[src/rtl/alu_pkg.sv]
// Shared encodings and sizes for the ALU operation sequencer and its adder path.
package alu_pkg;

  localparam int DATA_W    = 32;
  localparam int CNT_W     = 6;
  localparam int MUL_ITERS = 32;

  typedef enum logic [1:0] {
    OP_ADD  = 2'b00,
    OP_SUB  = 2'b01,
    OP_MULU = 2'b10,
    OP_RSVD = 2'b11
  } op_e;

  typedef enum logic [1:0] {
    S_IDLE = 2'b00,
    S_EXEC = 2'b01,
    S_MUL  = 2'b10,
    S_DONE = 2'b11
  } state_e;

endpackage

[src/rtl/cla_adder.sv]
// 32-bit adder with 4-bit generate/propagate groups and lookahead carries between groups.
// sign flags two's-complement overflow when unsign=0 and is held low for unsigned adds.
module cla_adder (
  input  logic [31:0] A,
  input  logic [31:0] D,
  input  logic        Cnt,
  input  logic        unsign,
  output logic [31:0] S,
  output logic        Cout,
  output logic        sign
);

  logic [31:0] g, p;
  logic [7:0]  gg, pg;
  logic [32:0] c;

  assign g = A & D;
  assign p = A ^ D;

  always_comb begin
    gg = '0;
    pg = '0;
    for (int k = 0; k < 8; k++) begin
      gg[k] = g[4*k+3] | (p[4*k+3] & g[4*k+2]) | (p[4*k+3] & p[4*k+2] & g[4*k+1]) |
              (p[4*k+3] & p[4*k+2] & p[4*k+1] & g[4*k]);
      pg[k] = &p[4*k +: 4];
    end
  end

  // Group carry-outs come from the group G/P terms, not from the last ripple bit.
  always_comb begin
    c    = '0;
    c[0] = Cnt;
    for (int k = 0; k < 8; k++) begin
      for (int j = 0; j < 3; j++)
        c[4*k+j+1] = g[4*k+j] | (p[4*k+j] & c[4*k+j]);
      c[4*k+4] = gg[k] | (pg[k] & c[4*k]);
    end
  end

  assign S    = p ^ c[31:0];
  assign Cout = c[32];
  assign sign = ~unsign & (A[31] == D[31]) & (S[31] != A[31]);

endmodule

[src/rtl/alu_op_sequencer.sv]
// Sequences one shared cla_adder for ADD/SUB and a 32-iteration shift-add MULU.
// Build option ALU_MUL_ZERO_SKIP_EN: MULU with a zero operand finishes in one cycle.
module alu_op_sequencer
  import alu_pkg::*;
#(
  parameter int DATA_W = alu_pkg::DATA_W,
  parameter int CNT_W  = alu_pkg::CNT_W
) (
  input  logic              clk,
  input  logic              rst_n,
  input  logic              start_valid,
  output logic              start_ready,
  input  logic [1:0]        op,
  input  logic [DATA_W-1:0] opa,
  input  logic [DATA_W-1:0] opb,
  input  logic              unsign_in,
  output logic              res_valid,
  input  logic              res_ready,
  output logic [DATA_W-1:0] res_lo,
  output logic [DATA_W-1:0] res_hi,
  output logic              carry_out,
  output logic              ovf,
  output logic              err
);

  state_e            state, state_nxt;
  op_e               op_q;
  logic [DATA_W-1:0] mcand_q, lo_q, hi_q;
  logic              uns_q;
  logic [CNT_W-1:0]  cnt_q;

  logic              accept, zero_skip, mul_last;
  logic [DATA_W-1:0] add_a, add_d, add_s;
  logic              add_cin, add_uns, add_cout, add_sign;
  logic              mul_c;
  logic [DATA_W-1:0] mul_s, hi_nxt, lo_nxt;

  assign start_ready = rst_n & (state == S_IDLE);
  assign res_valid   = (state == S_DONE);
  assign accept      = start_valid & start_ready;
  assign mul_last    = (cnt_q == CNT_W'(MUL_ITERS - 1));

`ifdef ALU_MUL_ZERO_SKIP_EN
  assign zero_skip = (op_e'(op) == OP_MULU) && ((opa == '0) || (opb == '0));
`else
  assign zero_skip = 1'b0;
`endif

  // Operand A register doubles as the multiplicand; lo_q holds opb, then the shifting multiplier.
  always_comb begin
    add_a   = mcand_q;
    add_d   = lo_q;
    add_cin = 1'b0;
    add_uns = uns_q;
    if (state == S_MUL) begin
      add_a   = hi_q;
      add_d   = mcand_q;
      add_uns = 1'b1;
    end else if (op_q == OP_SUB) begin
      add_d   = ~lo_q;
      add_cin = 1'b1;
    end
  end

  cla_adder u_add (
    .A      (add_a),
    .D      (add_d),
    .Cnt    (add_cin),
    .unsign (add_uns),
    .S      (add_s),
    .Cout   (add_cout),
    .sign   (add_sign)
  );

  assign mul_c  = lo_q[0] & add_cout;
  assign mul_s  = lo_q[0] ? add_s : hi_q;
  assign hi_nxt = {mul_c, mul_s[DATA_W-1:1]};
  assign lo_nxt = {mul_s[0], lo_q[DATA_W-1:1]};

  always_ff @(posedge clk or negedge rst_n) begin
    if (!rst_n) state <= S_IDLE;
    else        state <= state_nxt;
  end

  always_comb begin
    state_nxt = state;
    case (state)
      S_IDLE: if (accept)
                state_nxt = (op_e'(op) == OP_MULU && !zero_skip) ? S_MUL : S_EXEC;
      S_EXEC: state_nxt = S_DONE;
      S_MUL:  if (mul_last) state_nxt = S_DONE;
      S_DONE: if (res_ready) state_nxt = S_IDLE;
      default: state_nxt = S_IDLE;
    endcase
  end

  always_ff @(posedge clk or negedge rst_n) begin
    if (!rst_n) begin
      op_q      <= OP_ADD;
      mcand_q   <= '0;
      lo_q      <= '0;
      hi_q      <= '0;
      uns_q     <= 1'b0;
      cnt_q     <= '0;
      res_lo    <= '0;
      res_hi    <= '0;
      carry_out <= 1'b0;
      ovf       <= 1'b0;
      err       <= 1'b0;
    end else begin
      case (state)
        S_IDLE: if (accept) begin
          op_q    <= op_e'(op);
          mcand_q <= opa;
          lo_q    <= opb;
          hi_q    <= '0;
          uns_q   <= unsign_in;
          cnt_q   <= '0;
          err     <= 1'b0;
        end
        S_EXEC: begin
          res_hi <= '0;
          err    <= (op_q == OP_RSVD);
          // A skipped MULU lands here too and yields an all-zero product.
          if (op_q == OP_ADD || op_q == OP_SUB) begin
            res_lo    <= add_s;
            carry_out <= add_cout;
            ovf       <= add_sign;
          end else begin
            res_lo    <= '0;
            carry_out <= 1'b0;
            ovf       <= 1'b0;
          end
        end
        S_MUL: begin
          hi_q  <= hi_nxt;
          lo_q  <= lo_nxt;
          cnt_q <= cnt_q + CNT_W'(1);
          if (mul_last) begin
            res_hi    <= hi_nxt;
            res_lo    <= lo_nxt;
            carry_out <= 1'b0;
            ovf       <= 1'b0;
          end
        end
        default: ;
      endcase
    end
  end

endmodule

[config.mk]
export PLATFORM = sky130hd
export DESIGN_NAME = alu_op_sequencer
export DESIGN_NICKNAME = d
export VERILOG_FILES = /design/src/rtl/alu_pkg.sv /design/src/rtl/cla_adder.sv /design/src/rtl/alu_op_sequencer.sv
export SDC_FILE = /design/constraint.sdc
export NUM_CORES = 1
export LEC_CHECK = 0
export ABC_CLOCK_PERIOD_IN_PS = 6300
export BUFFER_PORTS_ARGS = -buffer_cell sky130_fd_sc_hd__buf_4
export CORE_ASPECT_RATIO = 1.5
export CORE_UTILIZATION = 36
export DETAILED_ROUTE_END_ITERATION = 12
export GPL_ROUTABILITY_DRIVEN = 0
export GPL_TIMING_DRIVEN = 0
export PLACE_DENSITY = 0.64
export REMOVE_ABC_BUFFERS = 1
export SLEW_MARGIN = 20
export SYNTH_ARGS = -nofsm -noshare
export SYNTH_HDL_FRONTEND = slang
export SYNTH_HIERARCHICAL = 1
export SYNTH_SLANG_ARGS = --single-unit
[constraint.sdc]
create_clock -name clk -period 6.3 [get_ports clk]
set_input_delay 0.315 -clock clk [delete_from_list [all_inputs] [get_ports clk]]
set_output_delay 0.315 -clock clk [all_outputs]
set_load 0.05 [all_outputs]
## Word level (Yosys, flattened, before mapping)

Index checks and enable logic that the tools add are counted.

- Reduce and logical (&&, ||, !) cells: 19
- $add $sub $neg: 1
- Equality and inequality tests: 12
- Muxes and demuxes: 30
- Bitwise operators: 138

Operators with widths:

| kind | number |
|---|---|
| 32-bit two-way mux | 9 |
| 32-bit case mux with 2 select lines | 4 |
| 1-bit AND | 77 |
| 32-bit bitwise XOR | 2 |
| 1-bit bitwise OR | 56 |
| 32-bit AND | 1 |
| 32-bit NOT | 1 |
| 4-bit AND reduction | 8 |
| 6-bit case mux with 2 select lines | 1 |
| 2-bit equality test (second input constant) | 4 |
| 2-bit two-way mux | 4 |
| 2-bit case mux with 4 select lines | 1 |
| 2-bit AND reduction | 4 |
| 1-bit two-way mux | 7 |
| 6-bit by 1-bit adder with 6-bit output (second input constant) | 1 |
| 6-bit by 5-bit equality test with 1-bit output (second input constant) | 1 |
| 6-bit two-way mux | 1 |
| 1-bit case mux with 2 select lines | 3 |
| 2-bit nonzero test | 3 |
| 2-bit by 1-bit equality test with 1-bit output (second input constant) | 2 |
| 2-bit zero test | 2 |
| 2-bit inequality test (second input constant) | 2 |
| 3-bit AND reduction | 1 |
| 2-bit by 1-bit inequality test with 1-bit output (second input constant) | 1 |
| other kinds (4) | 4 |

- Logic and storage cells: 212
- Register bits: 174

## Longest topological paths before layout

Gate-level depths: netlist of the first run.

- Depth after elaboration: 32
- Depth in mapped cells: 20
- Depth with buffers taken out: 17

## Hierarchy

Netlist of the first run, hierarchy kept.

By module, submodules not included:

| module | instances | area each (um2) | sequential area each (um2) | cells each |
|---|---|---|---|---|
| alu_op_sequencer | 1 | 9275.1 | 4354.2 | 1057 |
| cla_adder | 1 | 1398.8 | 0.0 | 145 |

## Worst setup path after synthesis of the first run

OpenSTA, ideal clock, no wires.

- Kind: reg-to-reg
- Start: register state[0]
- End: register res_hi[22]
- Cell stages (with the launch flop): 19
- Path slack: 1.567 ns
- Setup time: 0.127 ns
- Arrival: 4.606 ns
- Required time: 6.173 ns
- Buffers on the path: 2
- Clock period less this slack: 4.733 ns
- Path through: dfrtp_1 -> inv_1 -> ha_1 -> buf_2 -> buf_1 -> mux2_2 -> ha_1 -> a21oi_2 -> nor2_1 -> o31a_2 -> or3_4 -> a21o_1 -> fa_1 -> fa_1 -> fa_1 -> xor2_1 -> mux2_2 -> nand2_1 -> nand3_1

- Elaborated cells between the ends (all ways): 75
- Those cells by class: 3 x eq/ne; 6 x mux; 59 x bitwise; 7 x reduce/logical

RTL lines:

| element | line | text |
|---|---|---|
| from (decl) | alu_op_sequencer.sv:26 | `state_e state, state_nxt;` |
| from (signal assigned) | alu_op_sequencer.sv:82 | `else state <= state_nxt;` |
| 2-bit equality test * | alu_op_sequencer.sv:55 | `if (state == S_MUL) begin` |
| 32-bit two-way mux * | alu_op_sequencer.sv:55 |  |
| via add_a[0] | alu_op_sequencer.sv:33 | `logic [DATA_W-1:0] add_a, add_d, add_s;` |
| 32-bit bitwise XOR / 32-bit AND (equally long branches) | cla_adder.sv:18, cla_adder.sv:17 |  |
| 4-bit AND reduction / 1-bit AND (equally long branches) | cla_adder.sv:26, cla_adder.sv:25 |  |
| 1-bit AND / 1-bit bitwise OR (equally long branches) | cla_adder.sv:37, cla_adder.sv:24 |  |
| 1-bit bitwise OR * | cla_adder.sv:37 | `c[4*k+4] = gg[k] \| (pg[k] & c[4*k]);` |
| 1-bit AND * | cla_adder.sv:37 |  |
| [... 10 more ...] | n/a |  |
| 1-bit bitwise OR * | cla_adder.sv:36 | `c[4*k+j+1] = g[4*k+j] \| (p[4*k+j] & c[4*k+j]);` |
| 1-bit AND * | cla_adder.sv:36 |  |
| 1-bit bitwise OR * | cla_adder.sv:36 |  |
| 32-bit bitwise XOR * | cla_adder.sv:41 | `assign S = p ^ c[31:0];` |
| via add_s[23] | alu_op_sequencer.sv:33 |  |
| 32-bit two-way mux * | alu_op_sequencer.sv:76 | `assign mul_s = lo_q[0] ? add_s : hi_q;` |
| 32-bit two-way mux * | alu_op_sequencer.sv:139 | `if (mul_last) begin` |
| 32-bit case mux with 2 select lines * | alu_op_sequencer.sv:111 | `case (state)` |
| to (signal assigned) | alu_op_sequencer.sv:140 | `res_hi <= hi_nxt;` |
| to (decl) | alu_op_sequencer.sv:20 | `output logic [DATA_W-1:0] res_hi,` |

The timed path passes the listed nets; every way through them passes the cells marked *. The select of a mux whose other input is x is not followed.
A chain may end at the register's enable or synchronous reset.

## Worst setup path after layout of the first run

- Start: register state[0]
- End: register hi_q[22]

- Cells in the longest elaborated chain, start to end: 25
- Elaborated cells between the ends (all ways): 76
- Those cells by class: 2 x eq/ne; 5 x mux; 61 x bitwise; 8 x reduce/logical

Ends and longest elaborated chain:

| element | line | text |
|---|---|---|
| 2-bit equality test * | alu_op_sequencer.sv:55 |  |
| 32-bit two-way mux * | alu_op_sequencer.sv:55 |  |
| via add_a[2] | alu_op_sequencer.sv:33 |  |
| 32-bit AND / 32-bit bitwise XOR (equally long branches) | cla_adder.sv:17, cla_adder.sv:18 |  |
| 1-bit AND (on tied branches) | cla_adder.sv:24, cla_adder.sv:25 |  |
| 1-bit bitwise OR, or another cell as far along | cla_adder.sv:24 | `gg[k] = g[4*k+3] \| (p[4*k+3] & g[4*k+2]) \| (p[4*k+3] & p[4*k+2] & g[4*k+1]) \|` |
| 1-bit bitwise OR / 1-bit AND (equally long branches) | cla_adder.sv:24, cla_adder.sv:25 |  |
| 1-bit bitwise OR | cla_adder.sv:24 |  |
| [... 11 more ...] | n/a |  |
| 1-bit AND * | cla_adder.sv:36 |  |
| 1-bit bitwise OR * | cla_adder.sv:36 |  |
| 1-bit AND * | cla_adder.sv:36 |  |
| 1-bit bitwise OR * | cla_adder.sv:36 |  |
| 32-bit bitwise XOR * | cla_adder.sv:41 |  |
| via add_s[23] | alu_op_sequencer.sv:33 |  |
| 32-bit two-way mux * | alu_op_sequencer.sv:76 |  |
| 32-bit case mux with 2 select lines * | alu_op_sequencer.sv:111 |  |
| to (signal assigned) | alu_op_sequencer.sv:136 | `hi_q <= hi_nxt;` |
| to (decl) | alu_op_sequencer.sv:28 | `logic [DATA_W-1:0] mcand_q, lo_q, hi_q;` |

The timed path passes the listed nets; every way through them passes the cells marked *.

==> flow_metrics.tcl, run 1 <==
set metrics [dict create \
    outcome "finished clean" \
    total_power_mw 8.53 \
    vias 9087 \
    vias_per_cell 5.39 \
    yosysTopAreaCell "dfrtp_1" \
    grt_pass1_wl_mm 49.5 \
    drt_wl_total_mm 30.9 \
    stdcell_count 1686 \
    die_area_mm2 0.0304 \
    area_growth_pct 21.0 \
    netlist_top_cells_area "dfrtp_1, nand2_1, mux2_2" \
    drtIter0Drc 500 \
    numPlacedInstances 1657 \
    first_global_vias 9102 \
    ys_ff_latch 174 \
    cts_resized 0 \
    htree_levels 4 \
    synth_cells 1202 \
    relSlewSlack_pct 42.9 \
    crit_start "state[0]" \
    crit_path_end_kind "flip-flop" \
    fin_nets 1420 \
    finalCriticalPeriod_ns 5.61 \
    drt_drc_violations_left 0 \
    clk_latency_ns 0.45 \
    reg2reg_to "hi_q[22]" \
    die_w_um 143 \
    grt_overflow 0 \
    grt_max_degree 94 \
    crit_end "hi_q[22]" \
    drive_gt1_share_pct 20.2 \
    finalMaxSlewViolations 0 \
    pre_cts_slack_ns 0.670 \
    power_density_mw_per_mm2 661 \
    cts_root_buffer "clkbuf_16" \
    antenna_found_initial 0 \
    clockBufferDepth 2 \
    crit_fanout 58 \
    io_buffers 139 \
    dp_hpwl_mm 21.1 \
    clock_sinks 174 \
    min_from "opa[2]" \
    finClkSkew_ns 0.0125 \
    async_flop_share_pct 100 \
    finalSetupViolCount 0 \
    rows 76 \
    p_leak_nw 5.96 \
    synth_edf_count 0 \
    finalCritPeriodShare_pct 89.1 \
    io_pins 140 \
    yosys_warnings 6 \
    cts_buffers 17 \
    rr_worst_depth 18 \
    ant_nets 0 \
    grtUsageTotal_pct 21.3 \
    drt_first_pass_iters 5 \
    regToRegStartpoint "state[0]" \
    num_antenna_cells 0 \
    synthDistinctLibCells 50 \
    critical_path_arrival_ns 5.95 \
    path_clk_slew_ns 0.07 \
    synth_flop_cell "dfrtp_1" \
    cts_tree "yes" \
    synth_top_area_share_pct 40.8 \
    coreArea_mm2 0.0289 \
    initial_core_util_pct 36.9 \
    syn_area_mm2 0.0107 \
    yosysSeqAreaShare_pct 40.8 \
    fmax_mhz 178 \
    crit_type "reg2reg" \
    whs_ns 0.0532 \
    setup_ws_ns 0.689 \
    die_height_um 213 \
    worstPathRequired_ns 6.64 \
    syn_avg_cell_area_um2 8.88 \
    setup.worst_path.start_class "flip-flop" \
    drv_cap 0 \
    rsz0062_at_grt "false" \
    ff2ff_setup_slack_ns 0.69 \
    wire_per_inst_um 18.3 \
    holdCritPathClass "in2reg" \
    hold_viol 0 \
    worstMarginPinSlew_ns 0.854 \
    vdd_ir_drop_max_uv 330 \
]
==> cells by family (layout without fill, tap and decap cells) <==
kind of cell,count (synthesis),count (layout),share of synthesized area [%]
AOI/OAI and AO/OA,226,226,13.7
muxes,66,66,6.85
DFF,174,174,40.8
adders and majority gates,62,62,8.96
and+or+nand+nor,506,506,21.3
buffers and inverters,125,219,4.83
xor gates and xnor gates,43,43,3.53
==> cells in the final DEF (no fill, tap or decap), types with 4 or more instances in the layout <==
master     Yosys  routed
a211oi_1      32      32
a21o_1         5       5
a21oi_1       25      25
a311o_1        8       8
a31oi_1       33      33
buf_16         0      11
buf_4          0     141
clkbuf_16      0      17
clkinv_2       0       4
dfrtp_1      174     172
fa_1          24      24
ha_1          38      36
inv_1         30      29
mux2_2        56      56
mux2i_1       10      10
nand2_1      288     286
nand3_1       76      76
nand3b_1      26      26
nand4_1        7       7
nor2_1        44      44
nor2b_1       23      22
nor3_1        16      15
nor3b_1       10      10
o211ai_1       5       5
o21ai_0       46      45
o22ai_1       49      49
o31ai_1       10      10
xnor2_1       36      36
xor2_1         7       7
==> stage by stage <==
stage	utilization (%)	setup TNS, ns	area, µm²
6_report	44.7	0	12900
5_1_grt	44.7	0	12900
4_1_cts	44.7	0	12900
3_5_place_dp	42.6	0	12300
3_3_place_gp	40.8	-720.08	11800
2_1_floorplan	-	-164.70	10300
==> synth_stat cells (2+ instances only) <==
library cell,instances
xnor2_1,36
inv_1,30
nand4_1,7
dfrtp_1,174
nor2b_1,23
o32ai_1,3
fa_1,24
a311o_1,8
and3_1,4
and2_1,3
nand3_1,76
a21o_1,5
mux2_2,56
a211oi_1,32
o2111a_1,2
mux2i_1,10
a31oi_1,33
a21oi_1,25
o31ai_1,10
o21ai_0,46
nand3b_1,26
clkbuf_1,53
buf_1,15
ha_1,38
xor2_1,7
nand2_1,288
buf_2,25
o211ai_1,5
buf_6,2
nor2_1,44
o22ai_1,49
nor3b_1,10
nor3_1,16
==> routing by layer <==
metal | global-route usage (%) | vias up | wire (µm)
met5 | 0 | - | 0
met4 | 8.01 | 0 | 671
met3 | 3.12 | 43 | 1180
met2 | 37.4 | 230 | 16000
met1 | 26.2 | 4467 | 13100
li1 | - | 4347 | -
==> registers in the layout, indices dropped and copies added, names as in the netlist <==
register	count
state	2
mcand_q	32
ovf	1
uns_q	1
res_lo	32
lo_q	32
cnt_q	6
res_hi	32
op_q	2
hi_q	32
err	1
carry_out	1
==> power by group <==
| part | internal (mW) | switching [mW] |
|---|---|---|
| combinational | 2.32 | 3.13 |
| sequential | 1.53 | 0.461 |
| clock | 0.633 | 0.454 |
| total | 4.48 | 4.05 |
==> final cells by class <==
class	count	area [µm²]
repair buffers	161	1500
inverters	30	115
clock inverters	8	118
clock buffers	20	457
multi-input cells	903	5880
flip-flops and latches	174	4360
well taps	390	488
fillers	2872	16000
==> how the worst min path moves through the flow <==
stage	endpoint	cells after the start
2_1_floorplan	carry_out	0
3_3_place_gp	uns_q	2
3_5_place_dp	res_hi[1]	1
4_1_cts	mcand_q[5]	3
5_1_grt	mcand_q[8]	3
6_report	mcand_q[2]	3
==> worst max-delay path, stage by stage (launching register included) <==
cell,delay (ns)
dfrtp_1,0.43
inv_1,0.18
ha_4,0.57
buf_16,0.32
buf_16,0.27
mux2_2,0.39
ha_1,0.31
a21oi_1,0.15
nor2b_1,0.08
o31a_2,0.33
or3_4,0.41
a21o_1,0.19
fa_1,0.40
fa_1,0.40
fa_1,0.39
xor2_1,0.19
mux2_2,0.29
nand3_1,0.09
nand2_1,0.06
==> timing repair <==
item	4_1_cts	5_1_grt
setup buffers	0	0
hold endpoints to repair	84	0
hold buffers	1	0
Note: power is estimated with default switching activity, not from simulation.
==> run 2, diff against run 1 <==
ABC_AREA = 1   (was default)
==> run 2 against run 1 <==
Wire length decreased by 7.2%. Cell area decreased by 4.6%. Sequential cell count unchanged. Clock skew decreased by 0.0026 ns. First-iteration DRC count increased by 15%. Worst setup slack got worse by 0.15 ns. Via count increased by 0.68%. Non-clock buffer count decreased by 11. Critical endpoint is now hi_q[30].
==> flow_metrics.tcl, run 2 <==
set metrics [dict create \
    outcome "finished clean" \
    crit_path_end_kind "flip-flop" \
    critical_path_arrival_ns 6.12 \
    p_leak_nw 6.15 \
    syn_avg_cell_area_um2 7.63 \
    ant_nets 0 \
    worstMarginPinSlew_ns 0.831 \
    power.share.switching_pct 50.2 \
    pre_cts_slack_ns 0.0575 \
    yosysSeqAreaShare_pct 42.2 \
    vias_per_cell 5.08 \
    num_antenna_cells 0 \
    setup.worst_path.start_class "flip-flop" \
    finalMaxSlewViolations 0 \
    grt_max_degree 75 \
    drt_first_pass_iters 5 \
    layout_commonest_cell "nand2_1" \
    p_int_mw 3.51 \
    place_area_mm2 0.0117 \
    drt_wl_total_mm 28.7 \
    antenna_found_initial 0 \
    grtUsageTotal_pct 20.6 \
    crit_fanout 63 \
    fin_nets 1577 \
    coreArea_mm2 0.0281 \
    drv_cap 0 \
    area_growth_pct 19.2 \
    wire_per_inst_um 15.9 \
    finClkSkew_ns 0.00982 \
    fmax_mhz 173 \
    async_flop_share_pct 100 \
    vdd_ir_drop_max_uv 290 \
    path_clk_slew_ns 0.07 \
    clockBufferDepth 2 \
    vias 9149 \
    setup_ws_ns 0.536 \
    fin_area_mm2 0.0123 \
    crit_type "reg2reg" \
    total_power_mw 7.04 \
    power_density_mw_per_mm2 572 \
    wl_met3_mm 1.18 \
    finalSetupViolCount 0 \
    top_layer "met4" \
    finalCritPeriodShare_pct 91.5 \
    most-common-layout-cells "nand2_1, dfrtp_1, o21ai_0, buf_4, inv_1" \
    rsz0062_at_grt "false" \
    clock_sinks 174 \
    rows 75 \
    drt_drc_violations_left 0 \
    setup_tns_ns 0 \
    cts_buffers 17 \
    synth_edf_count 0 \
    clk_latency_ns 0.45 \
    dp_hpwl_mm 19.1 \
    relSlewSlack_pct 44.6 \
    synth_top_area_share_pct 42.2 \
    syn_area_mm2 0.0103 \
    synth_cells 1354 \
    die_w_um 140 \
    synthDistinctLibCells 32 \
    ff2ff_setup_slack_ns 0.54 \
    initial_core_util_pct 36.8 \
    power_switching_mw 3.54 \
    drtIter0Drc 575 \
    worstPathRequired_ns 6.66 \
    regToRegStartpoint "state[0]" \
    netlist_top_cells_area "dfrtp_1, nand2_1, o21ai_0" \
    synth_flop_cell "dfrtp_1" \
    io_buffers 139 \
    ys_ff_latch 174 \
    die_area_mm2 0.0294 \
    first_global_vias 9127 \
    grt_overflow 0 \
    cts_tree "yes" \
    clkPwrFrac_pct 15.3 \
    holdCritPathClass "in2reg" \
    met2_length_mm 14.6 \
    htree_levels 4 \
    synth_most_common_cell "nand2_1" \
    drive_gt1_share_pct 15.0 \
    path_common_cell "nand2_2" \
    wl_met1_mm 12.2 \
    crit_start "state[0]" \
    cts_root_buffer "clkbuf_16" \
    crit_slowest_cell "nor2_4" \
    grt_pass1_wl_mm 47.2 \
    die_height_um 209 \
    finalCriticalPeriod_ns 5.76 \
    pwr-share-seq_pct 24.0 \
    yosys_warnings 6 \
    final_util_pct 43.9 \
    hold_viol 0 \
    power.share.combinational_pct 60.8 \
    io_pins 140 \
    max_stage_delay_ns 0.58 \
    numPlacedInstances 1769 \
    synth_common_cells "nand2_1, dfrtp_1, o21ai_0" \
    whs_ns 0.0620 \
    yosysTopAreaCell "dfrtp_1" \
    min_from "unsign_in" \
    stdcell_count 1802 \
]
-- run 2: cell types whose count changed after synthesis, sizes merged, moves of 29 or more --
cell / delta
a211oi: -32
xnor2: -32
o22ai: -49
o21ai: +148
nand3: -30
mux2: -56
inv: +79
nand2: +281
clkbuf: -31
nand4: +29
a31oi: -31
-- run 2: cell type report --
class	count	area (µm²)
clock buffer	22	474
clock inverter	9	110
fill	2824	15700
inverter	109	417
multi-input combinational	992	5200
sequential	174	4360
tap	346	433
timing repair buffer	150	1320
-- run 2: kinds of logic after synthesis --
kind of cell               after synthesis  share of synthesized area (%)
xor gates and xnor gates                10                          0.848
buffers and inverters                  189                           8.09
AOI/OAI and AO/OA                      242                           12.8
adders and majority gates               62                           9.25
DFF                                    174                           42.2
and+or+nand+nor                        677                           26.9
-- run 2: path summary, 6_finish.rpt --
path	to	depth (start not counted)
setup / recovery	hi_q[30]	28
min in group asynchronous	hi_q[23]	2
setup reg to reg	hi_q[30]	28
hold / removal	uns_q	3
max in group asynchronous	lo_q[0]	3
hold reg to reg	res_lo[10]	2
-- run 2: metal layers --
layer | track usage [%] | up-vias
li1 | - | 4550
met1 | 25.3 | 4371
met2 | 36.2 | 197
met3 | 3.60 | 31
met4 | 7.12 | 0
met5 | 0 | -
-- run 2: critical path: cells and delay by family (launching register included) --
kind / cells / cell delay [ns]
buf+inv: 1 / 0.12
fa+ha+maj: 5 / 1.90
simple gates: 18 / 2.32
flops: 1 / 0.41
compound gates: 3 / 0.67
xor+xnor: 1 / 0.22
-- run 2: repair_timing --
item / CTS / global route
endpoints found under the hold margin: 28 / 0
setup buffers: 0 / 0
gates resized for setup: 0 / 1
endpoints found under the setup margin: 0 / 17
hold buffers: 1 / 0
-- run 2: power groups by stage --
stage | sequential [mW] | combinational (mW) | clock (mW)
after CTS | 1.68 | 4.29 | 1.10
after detailed placement | 1.70 | 4.26 | 0
after floorplan | 1.88 | 2.78 | 0
after global placement | 1.71 | 4.02 | 0
after global routing | 1.73 | 4.90 | 1.14
final | 1.69 | 4.28 | 1.07
